`src/rtl/nvm_gc_ctrl.sv`:
```
// nvm_gc_ctrl - garbage-collection sequencer for the NVM flash controller.
//
// Picks up a victim block when free space runs low (or on gc_force). It then
// relocates every valid page through READ/PROG flash commands to
// allocator-supplied destinations, pulses a map update per page, and finally
// erases the victim. Host traffic may pause the scan between page moves.
//
// Ports:
//   CLK, nRST                      clock, asynchronous active-low reset
//   free_blocks, gc_force          run triggers (sampled in IDLE only)
//   host_req                       host pending; GC yields at a page boundary
//   victim_req/vld/blk, page_map   victim handshake with the block manager
//   alloc_req/ack, dest_blk/page   destination handshake with the allocator
//   fcmd_vld/rdy, fcmd, fblk,      flash command port (valid/ready) and
//   fpage, fdone                   completion strobe
//   map_upd, map_old_page          one-cycle remap request per moved page
//   gc_yield, gc_busy, gc_done     status
//   gc_state, pages_moved          debug/status of the current run

module nvm_gc_ctrl #(
  parameter int BLOCK_W      = 10,
  parameter int PAGE_W       = 6,
  parameter int GC_THRESHOLD = 16
) (
  input  logic               CLK,
  input  logic               nRST,
  input  logic [BLOCK_W:0]   free_blocks,
  input  logic               gc_force,
  input  logic               host_req,
  output logic               victim_req,
  input  logic               victim_vld,
  input  logic [BLOCK_W-1:0] victim_blk,
  input  logic [2**PAGE_W-1:0] page_map,
  output logic               alloc_req,
  input  logic               alloc_ack,
  input  logic [BLOCK_W-1:0] dest_blk,
  input  logic [PAGE_W-1:0]  dest_page,
  output logic               fcmd_vld,
  input  logic               fcmd_rdy,
  output logic [1:0]         fcmd,
  output logic [BLOCK_W-1:0] fblk,
  output logic [PAGE_W-1:0]  fpage,
  input  logic               fdone,
  output logic               map_upd,
  output logic [PAGE_W-1:0]  map_old_page,
  output logic               gc_yield,
  output logic               gc_busy,
  output logic               gc_done,
  output logic [3:0]         gc_state,
  output logic [PAGE_W:0]    pages_moved
);

  typedef enum logic [3:0] {
    ST_IDLE       = 4'd0,
    ST_INTERRUPT  = 4'd1,
    ST_INI        = 4'd2,
    ST_INI_DONE   = 4'd3,
    ST_MOVE_START = 4'd4,
    ST_FINISH     = 4'd5
  } state_t;

  // ER_CMD/ER_WAIT are the two halves of FINISH; the rest belong to a page move.
  typedef enum logic [2:0] {
    PH_ALLOC,
    PH_RD_CMD,
    PH_RD_WAIT,
    PH_PG_CMD,
    PH_PG_WAIT,
    PH_MAP,
    PH_ER_CMD,
    PH_ER_WAIT
  } phase_t;

  localparam logic [1:0]         CMD_NOP   = 2'd0;
  localparam logic [1:0]         CMD_READ  = 2'd1;
  localparam logic [1:0]         CMD_PROG  = 2'd2;
  localparam logic [1:0]         CMD_ERASE = 2'd3;
  localparam logic [PAGE_W-1:0]  LAST_PAGE = '1;
  localparam logic [BLOCK_W:0]   THRESH    = (BLOCK_W+1)'(GC_THRESHOLD);

  state_t                state;
  phase_t                phase;
  logic [PAGE_W-1:0]     page_idx;
  logic [BLOCK_W-1:0]    victim_q;
  logic [2**PAGE_W-1:0]  map_q;
  logic [BLOCK_W-1:0]    dest_blk_q;
  logic [PAGE_W-1:0]     dest_page_q;

  // Status and request levels decode straight from the state/phase flops.
  assign gc_state   = state;
  assign gc_busy    = (state != ST_IDLE);
  assign gc_yield   = (state == ST_INTERRUPT);
  assign victim_req = (state == ST_INI);
  assign alloc_req  = (state == ST_MOVE_START) && (phase == PH_ALLOC);

  // Sequencer: the state, the move sub-phase and every registered output.
  // Commands are loaded into fcmd_vld/fcmd/fblk/fpage on entry to a *_CMD
  // phase and stay frozen until the accepting cycle, which drops the valid
  // and moves to the matching wait phase. fdone is only looked at in waits.
  always_ff @(posedge CLK or negedge nRST) begin
    if (!nRST) begin
      state        <= ST_IDLE;
      phase        <= PH_ALLOC;
      page_idx     <= '0;
      victim_q     <= '0;
      map_q        <= '0;
      dest_blk_q   <= '0;
      dest_page_q  <= '0;
      fcmd_vld     <= 1'b0;
      fcmd         <= CMD_NOP;
      fblk         <= '0;
      fpage        <= '0;
      map_upd      <= 1'b0;
      map_old_page <= '0;
      gc_done      <= 1'b0;
      pages_moved  <= '0;
    end else begin
      map_upd <= 1'b0;
      gc_done <= 1'b0;
      case (state)
        ST_IDLE: begin
          if ((free_blocks < THRESH) || gc_force)
            state <= ST_INI;
        end
        ST_INI: begin
          if (victim_vld) begin
            victim_q    <= victim_blk;
            map_q       <= page_map;
            page_idx    <= '0;
            pages_moved <= '0;
            state       <= ST_INI_DONE;
          end
        end
        ST_INI_DONE: begin
          if (!map_q[page_idx]) begin
            if (page_idx == LAST_PAGE) begin
              state    <= ST_FINISH;
              phase    <= PH_ER_CMD;
              fcmd_vld <= 1'b1;
              fcmd     <= CMD_ERASE;
              fblk     <= victim_q;
              fpage    <= '0;
            end else begin
              page_idx <= page_idx + 1'b1;
            end
          end else if (host_req) begin
            state <= ST_INTERRUPT;
          end else begin
            state <= ST_MOVE_START;
            phase <= PH_ALLOC;
          end
        end
        ST_INTERRUPT: begin
          if (!host_req)
            state <= ST_INI_DONE;
        end
        ST_MOVE_START: begin
          case (phase)
            PH_ALLOC: begin
              if (alloc_ack) begin
                dest_blk_q  <= dest_blk;
                dest_page_q <= dest_page;
                phase       <= PH_RD_CMD;
                fcmd_vld    <= 1'b1;
                fcmd        <= CMD_READ;
                fblk        <= victim_q;
                fpage       <= page_idx;
              end
            end
            PH_RD_CMD: begin
              if (fcmd_rdy) begin
                fcmd_vld <= 1'b0;
                fcmd     <= CMD_NOP;
                phase    <= PH_RD_WAIT;
              end
            end
            PH_RD_WAIT: begin
              if (fdone) begin
                phase    <= PH_PG_CMD;
                fcmd_vld <= 1'b1;
                fcmd     <= CMD_PROG;
                fblk     <= dest_blk_q;
                fpage    <= dest_page_q;
              end
            end
            PH_PG_CMD: begin
              if (fcmd_rdy) begin
                fcmd_vld <= 1'b0;
                fcmd     <= CMD_NOP;
                phase    <= PH_PG_WAIT;
              end
            end
            PH_PG_WAIT: begin
              if (fdone) begin
                phase        <= PH_MAP;
                map_upd      <= 1'b1;
                map_old_page <= page_idx;
                pages_moved  <= pages_moved + 1'b1;
              end
            end
            PH_MAP: begin
              if (page_idx == LAST_PAGE) begin
                state    <= ST_FINISH;
                phase    <= PH_ER_CMD;
                fcmd_vld <= 1'b1;
                fcmd     <= CMD_ERASE;
                fblk     <= victim_q;
                fpage    <= '0;
              end else begin
                page_idx <= page_idx + 1'b1;
                state    <= ST_INI_DONE;
              end
            end
            default: phase <= PH_ALLOC;
          endcase
        end
        ST_FINISH: begin
          if (phase == PH_ER_CMD) begin
            if (fcmd_rdy) begin
              fcmd_vld <= 1'b0;
              fcmd     <= CMD_NOP;
              phase    <= PH_ER_WAIT;
            end
          end else if (fdone) begin
            gc_done <= 1'b1;
            state   <= ST_IDLE;
            phase   <= PH_ALLOC;
          end
        end
        default: state <= ST_IDLE;
      endcase
    end
  end

endmodule
```
`config.mk`:
```
export PLATFORM = sky130hd
export DESIGN_NAME = nvm_gc_ctrl
export DESIGN_NICKNAME = d
export VERILOG_FILES = /design/src/rtl/nvm_gc_ctrl.sv
export SDC_FILE = /design/constraint.sdc
export NUM_CORES = 1
export LEC_CHECK = 0
export BUFFER_PORTS_ARGS = -buffer_cell sky130_fd_sc_hd__buf_2
export CAP_MARGIN = 20
export CELL_PAD_IN_SITES_DETAIL_PLACEMENT = 0
export CELL_PAD_IN_SITES_GLOBAL_PLACEMENT = 1
export CORE_MARGIN = 1.5
export CORE_UTILIZATION = 41
export DETAILED_ROUTE_END_ITERATION = 10
export PLACE_DENSITY = 0.92
export SYNTH_ARGS = -nofsm -noshare
export SYNTH_HDL_FRONTEND = slang
export SYNTH_SLANG_ARGS = --single-unit
```
`constraint.sdc`:
```
create_clock -name CLK -period 3.15 [get_ports CLK]
set_input_delay 0.63 -clock CLK [delete_from_list [all_inputs] [get_ports CLK]]
set_output_delay 0.63 -clock CLK [all_outputs]
set_load 0.02 [all_outputs]
```
-- Word level (Yosys, flattened, before mapping)
Cells that the tools add are included.
- ROM bits: 0
- latch bits: 0
- memories kept: 0
- bits in writable memories: 0
- register bits: 137
- reductions and logical operators: 19
- divide/modulo/power cells: 0
- $lt $le $gt $ge: 2
- shift operators: 0
- multiplexer cells: 68
- multiply operators: 0
- equal/unequal tests: 33
- bitwise operators: 0
- $add $sub $neg: 2
- operators by type and width (cell ; count):
    two-way mux 6 bit ; 8
    two-way mux 10 bit ; 4
    two-way mux 3 bit ; 13
    one-hot mux 6 bit (3 select lines) ; 2
    two-way mux 4 bit ; 8
    one-hot mux 10 bit (3 select lines) ; 1
    inequality test 3 bit (second input constant) ; 9
    one-hot mux 4 bit (6 select lines) ; 1
    two-way mux 7 bit ; 3
    one-hot mux 10 bit (2 select lines) ; 1
    one-hot mux 3 bit (6 select lines) ; 1
    inequality test 2 bit (second input constant) ; 7
    one-hot mux 7 bit (2 select lines) ; 1
    two-way mux 1 bit ; 12
    two-way mux 2 bit ; 6
    one-hot mux 6 bit (2 select lines) ; 1
    less-than comparator 11 x 5 -> 1 bit (second input constant) ; 1
    equality test 3 bit (second input constant) ; 3
    one-hot mux 3 bit (3 select lines) ; 1
    AND reduction 9 bit ; 1
    equality test 4 x 2 -> 1 bit (second input constant) ; 2
    equality test 4 x 3 -> 1 bit (second input constant) ; 2
    one-hot mux 2 bit (4 select lines) ; 1
    AND reduction 4 bit ; 2
    other kinds (27) ; 33

-- Logic depth before layout (Yosys ltp)
- word-level depth: 4
- depth in mapped cells: 10
- mapped depth without buffers: 8

-- Least setup slack after synthesis
No wires, ideal clock.
- path type: register to register
- from: register state[2], in the netlist gc_state[2]
- to: register dest_blk_q[4]
- stages on the path, launching flop included: 8
- slack: 432 ps
- buffers on the path: 2
- data arrival time: 2593 ps
- required time: 3025 ps
- cell sequence: dfrtp_1 > nor2b_1 > clkbuf_1 > nand2_1 > nor4_1 > nand2_1 > clkbuf_1 > mux2_2
- word-level cells in the longest chain between the ends: 2
- ends and longest elaborated chain (item ; line ; RTL):
    from (decl) ; 81 ; state_t state;
    from (signal assigned) ; 102 ; state <= ST_IDLE;
    from (signal assigned) ; 123 ; state <= ST_INI;
    from (signal assigned) ; 131 ; state <= ST_INI_DONE;
    equality test 4 x 3 -> 1 bit ; 120 ; case (state)
    AND reduction 3 bit (no source line) ; - ;
    to (signal assigned) ; 161 ; dest_blk_q <= dest_blk;
    to (decl) ; 86 ; logic [BLOCK_W-1:0] dest_blk_q;
No other way between the ends.
A chain may end at the register's enable or synchronous reset.

-- Worst setup path after layout
- from: register page_idx[0]
- to: register fpage[3]
- word-level cells in the longest chain between the ends: 4
- ends and longest elaborated chain (item ; line ; RTL):
    from (decl) ; 83 ; logic [PAGE_W-1:0] page_idx;
    from (signal assigned) ; 144 ; page_idx <= page_idx + 1'b1;
    from (signal assigned) ; 210 ; page_idx <= page_idx + 1'b1;
    binary-select mux 1 bit (select 6 bit) or equality test 6 bit (tied branches) ; 135, 136, 202 ;
    two-way mux 1 bit (implied by the code) or two-way mux 6 bit (tied branches) ; - ;
    inequality test 2 bit (no source line), or another cell as far along ; - ;
    AND reduction 5 bit (no source line) or one-hot mux 6 bit (2 select lines) (tied branches) ; - ;
    to (signal assigned) ; 167 ; fpage <= page_idx;
    to (signal assigned) ; 183 ; fpage <= dest_page_q;
    to (decl) ; 42 ; output logic [PAGE_W-1:0] fpage,
Parallel ways exist; a longest one is shown, timed or not. The select of a mux whose other input is x is not followed.

==> results.toml <==
[drt]
num_vias = 5579
drcViolationCount = 0
wirelength_mm = 17.0
wl_per_cell_um = 15.8
ant_nets = 0
first_pass_iters = 8
drt-initial-drc-count = 373
viasPerCell = 5.21

[synthesis]
netlist_instances = 704
synth_seq_cells = 136
synth_edf_count = 0
synth_cell_types = 65
syn_area_per_cell_um2 = 9.54
synth_flop_cell = "dfrtp_1"
syn_nets = 815
async_flop_share_pct = 100
yosysSeqAreaShare_pct = 50.7
synth_area_leaders = "dfrtp_1 (51%), nand2_1 (14%), mux2_2 (4.9%), mux4_1 (3.9%), mux2i_1 (1.9%)"
synth_top_area_share_pct = 50.7
yosysTopAreaCell = "dfrtp_1"
synth-warning-count = 0
syn_area_um2 = 6720

[sta]
hold_violations = 0
timing.final.ws_setup_ps = 316
finalSetupTns_ps = 0
slew_headroom_pct = 43.3
min_period_ps = 2830
worst_slew_pin_slew_ps = 851
drv_slew = 0
finalSetupViolations = 0
fmax_ghz = 0.353
fin_skew_ps = 8.65
final.period_utilization_pct = 90.0
rsz0062_at_grt = "no"

[clocking]
clk-insertion-delay-late_ps = 420
root_buffer = "clkbuf_16"
cts_sinks = 136
cts-htree-levels = 4
postCtsSetupBuffers = 0
hold_buffers = 0
cts_tree = "done"
clockBufferDepth = 2
clkTransAtPathRegs_ps = 60
cts_resized = 0
numCtsBuffers = 17

[global_route]
track_usage_pct = 20.9
grt_max_degree = 82
overflow = 0
grt_pass1_wl_mm = 27.4
antenna_found_initial = 0
grt_pass1_vias = 5495

[placed_design]
gp_congestion = 0.836
io_buffers = 145
dpl_worst_slack_ps = 319
place_hpwl_mm = 11.5

[layout]
layout-drive-gt1-share_pct = 28.6
syn2layout_area_growth_pct = 23.9
layout.area.seq_um2 = 3400
final_net_count = 954
nFillCells = 1469
antennaDiodeCount = 0
multi_input_area_um2 = 3070
final_cell_mix = "nand2_1 (252), buf_2 (144), dfrtp_1 (136)"
final_common_cell = "nand2_1"

[power]
vdd_drop_max_mv = 0.361
power_density_nw_per_um2 = 891
seqPwrFrac_pct = 37.0
pwr-share-clk_pct = 27.5
power.leakage_uw = 0.00429
net-switching-power_uw = 2640
p_comb_share_pct = 35.5
p_sw_share_pct = 35.6
p_int_uw = 4770

[floorplan]
design.die.area_um2 = 17200
ios = 151
coreArea_um2 = 15900
dieWidth_um = 131
num_rows = 46
start_util_pct = 42.1
die_y_um = 131

[worst_setup_path]
path_max_fanout = 32
r2r_cells = 8
r2r-start = "page_idx[0]"
cp-end-kind = "register"
crit_path_start_kind = "register"
arrival_ps = 3140
crit_required_ps = 3460
reg2reg_to = "fpage[3]"
rrSetupSlack_ps = 320
path_class = "register to register"

[flow_run]
max_cap_violations = 0

[outcome]
status = "completed"

[worst_hold_path]
hp-class = "primary input to asynchronous set/reset pin"
==> logic make-up (layout without fill, tap and decap cells) <==
| group | Yosys count | after routing | share of synthesized area [%] |
|---|---|---|---|
| XOR/XNOR | 4 | 4 | 0.522 |
| adder cells (fa/ha/maj) | 2 | 2 | 0.373 |
| multiplexers | 53 | 53 | 11.0 |
| AO/OA/AOI/OAI | 109 | 109 | 12.1 |
| buffers and inverters | 57 | 207 | 3.82 |
| other | 1 | 1 | 0.0558 |
| flip-flops | 136 | 136 | 50.7 |
| AND/OR/NAND/NOR | 342 | 342 | 21.4 |
==> metal layers <==
layer | global-route usage (%) | share of wire [%]
met4 | 8.34 | 1.6
met3 | 5.17 | 5.8
met2 | 32.0 | 47
met1 | 28.6 | 45
met5 | 0 | 0
==> how the worst max path moves through the flow <==
stage | startpoint | endpoint | slack (ps) | cells after the start
finish | page_idx[0] | fpage[3] | 320 | 8
global route | page_idx[0] | fpage[2] | 190 | 8
floorplan | gc_state[2] | dest_blk_q[4] | 430 | 7
global placement | page_idx[0] | fpage[2] | 330 | 8
detailed placement | page_idx[0] | fpage[1] | 320 | 8
CTS | page_idx[0] | fpage[5] | 280 | 8
==> layout make-up <==
| type | instances | area share, % |
|---|---|---|
| Clock buffer | 19 | 5.45 |
| Clock inverter | 11 | 1.81 |
| Inverter | 9 | 0.406 |
| Multi-Input combinational cell | 511 | 36.9 |
| Sequential cell | 136 | 40.9 |
| Tap cell | 216 | 3.25 |
| Timing Repair Buffer | 168 | 11.3 |
==> synthesized netlist by cell type (all sizes together) (10+ instances only) <==
master,n
dfrtp,136
nand3,11
o21ai,17
nand2,253
mux2i,13
clkbuf,34
mux2,29
o2bb2ai,10
buf,14
nor2,25
mux4,11
a21oi,21
a22oi,10
nor3,17
==> flip-flops by register name, summed over array words and instances (netlist names), 6 cells and up <==
signal,cells
dest_blk_q,10
dest_page_q,6
fblk,10
fpage,6
map_old_page,6
map_q,64
page_idx,6
pages_moved,7
victim_q,10
==> power groups by stage <==
stage          clock network (uW)  registers, uW  logic [uW]
2_1_floorplan                   0           2750        1880
3_3_place_gp                    0           2740        2590
3_5_place_dp                    0           2760        2640
4_1_cts                      2070           2740        2650
5_1_grt                      2140           2820        2950
6_report                     2030           2740        2630
==> worst max-delay path: stages, from the launching register on <==
cell and delay (ps):
dfrtp_1 370, buf_12 230, mux4_1 600, nand3_1 110, a41oi_1 120, o31a_1 370, o21ai_2 270, nand3_2 360
a21o_1 270
==> per-stage QoR <==
stage               utilization [%]  hold WS [ps]  power, uW  cells  area (um^2)
floorplan                         -           334       4630    704         6720
global placement               48.4           450       5330   1040         7710
detailed placement             48.4           456       5400   1040         7710
CTS                            52.2           182       7460   1070         8320
global route                   52.2           199       7900   1070         8320
finish                         52.2           157       7410   1070         8320
Note: power is estimated with default switching activity, not from simulation.
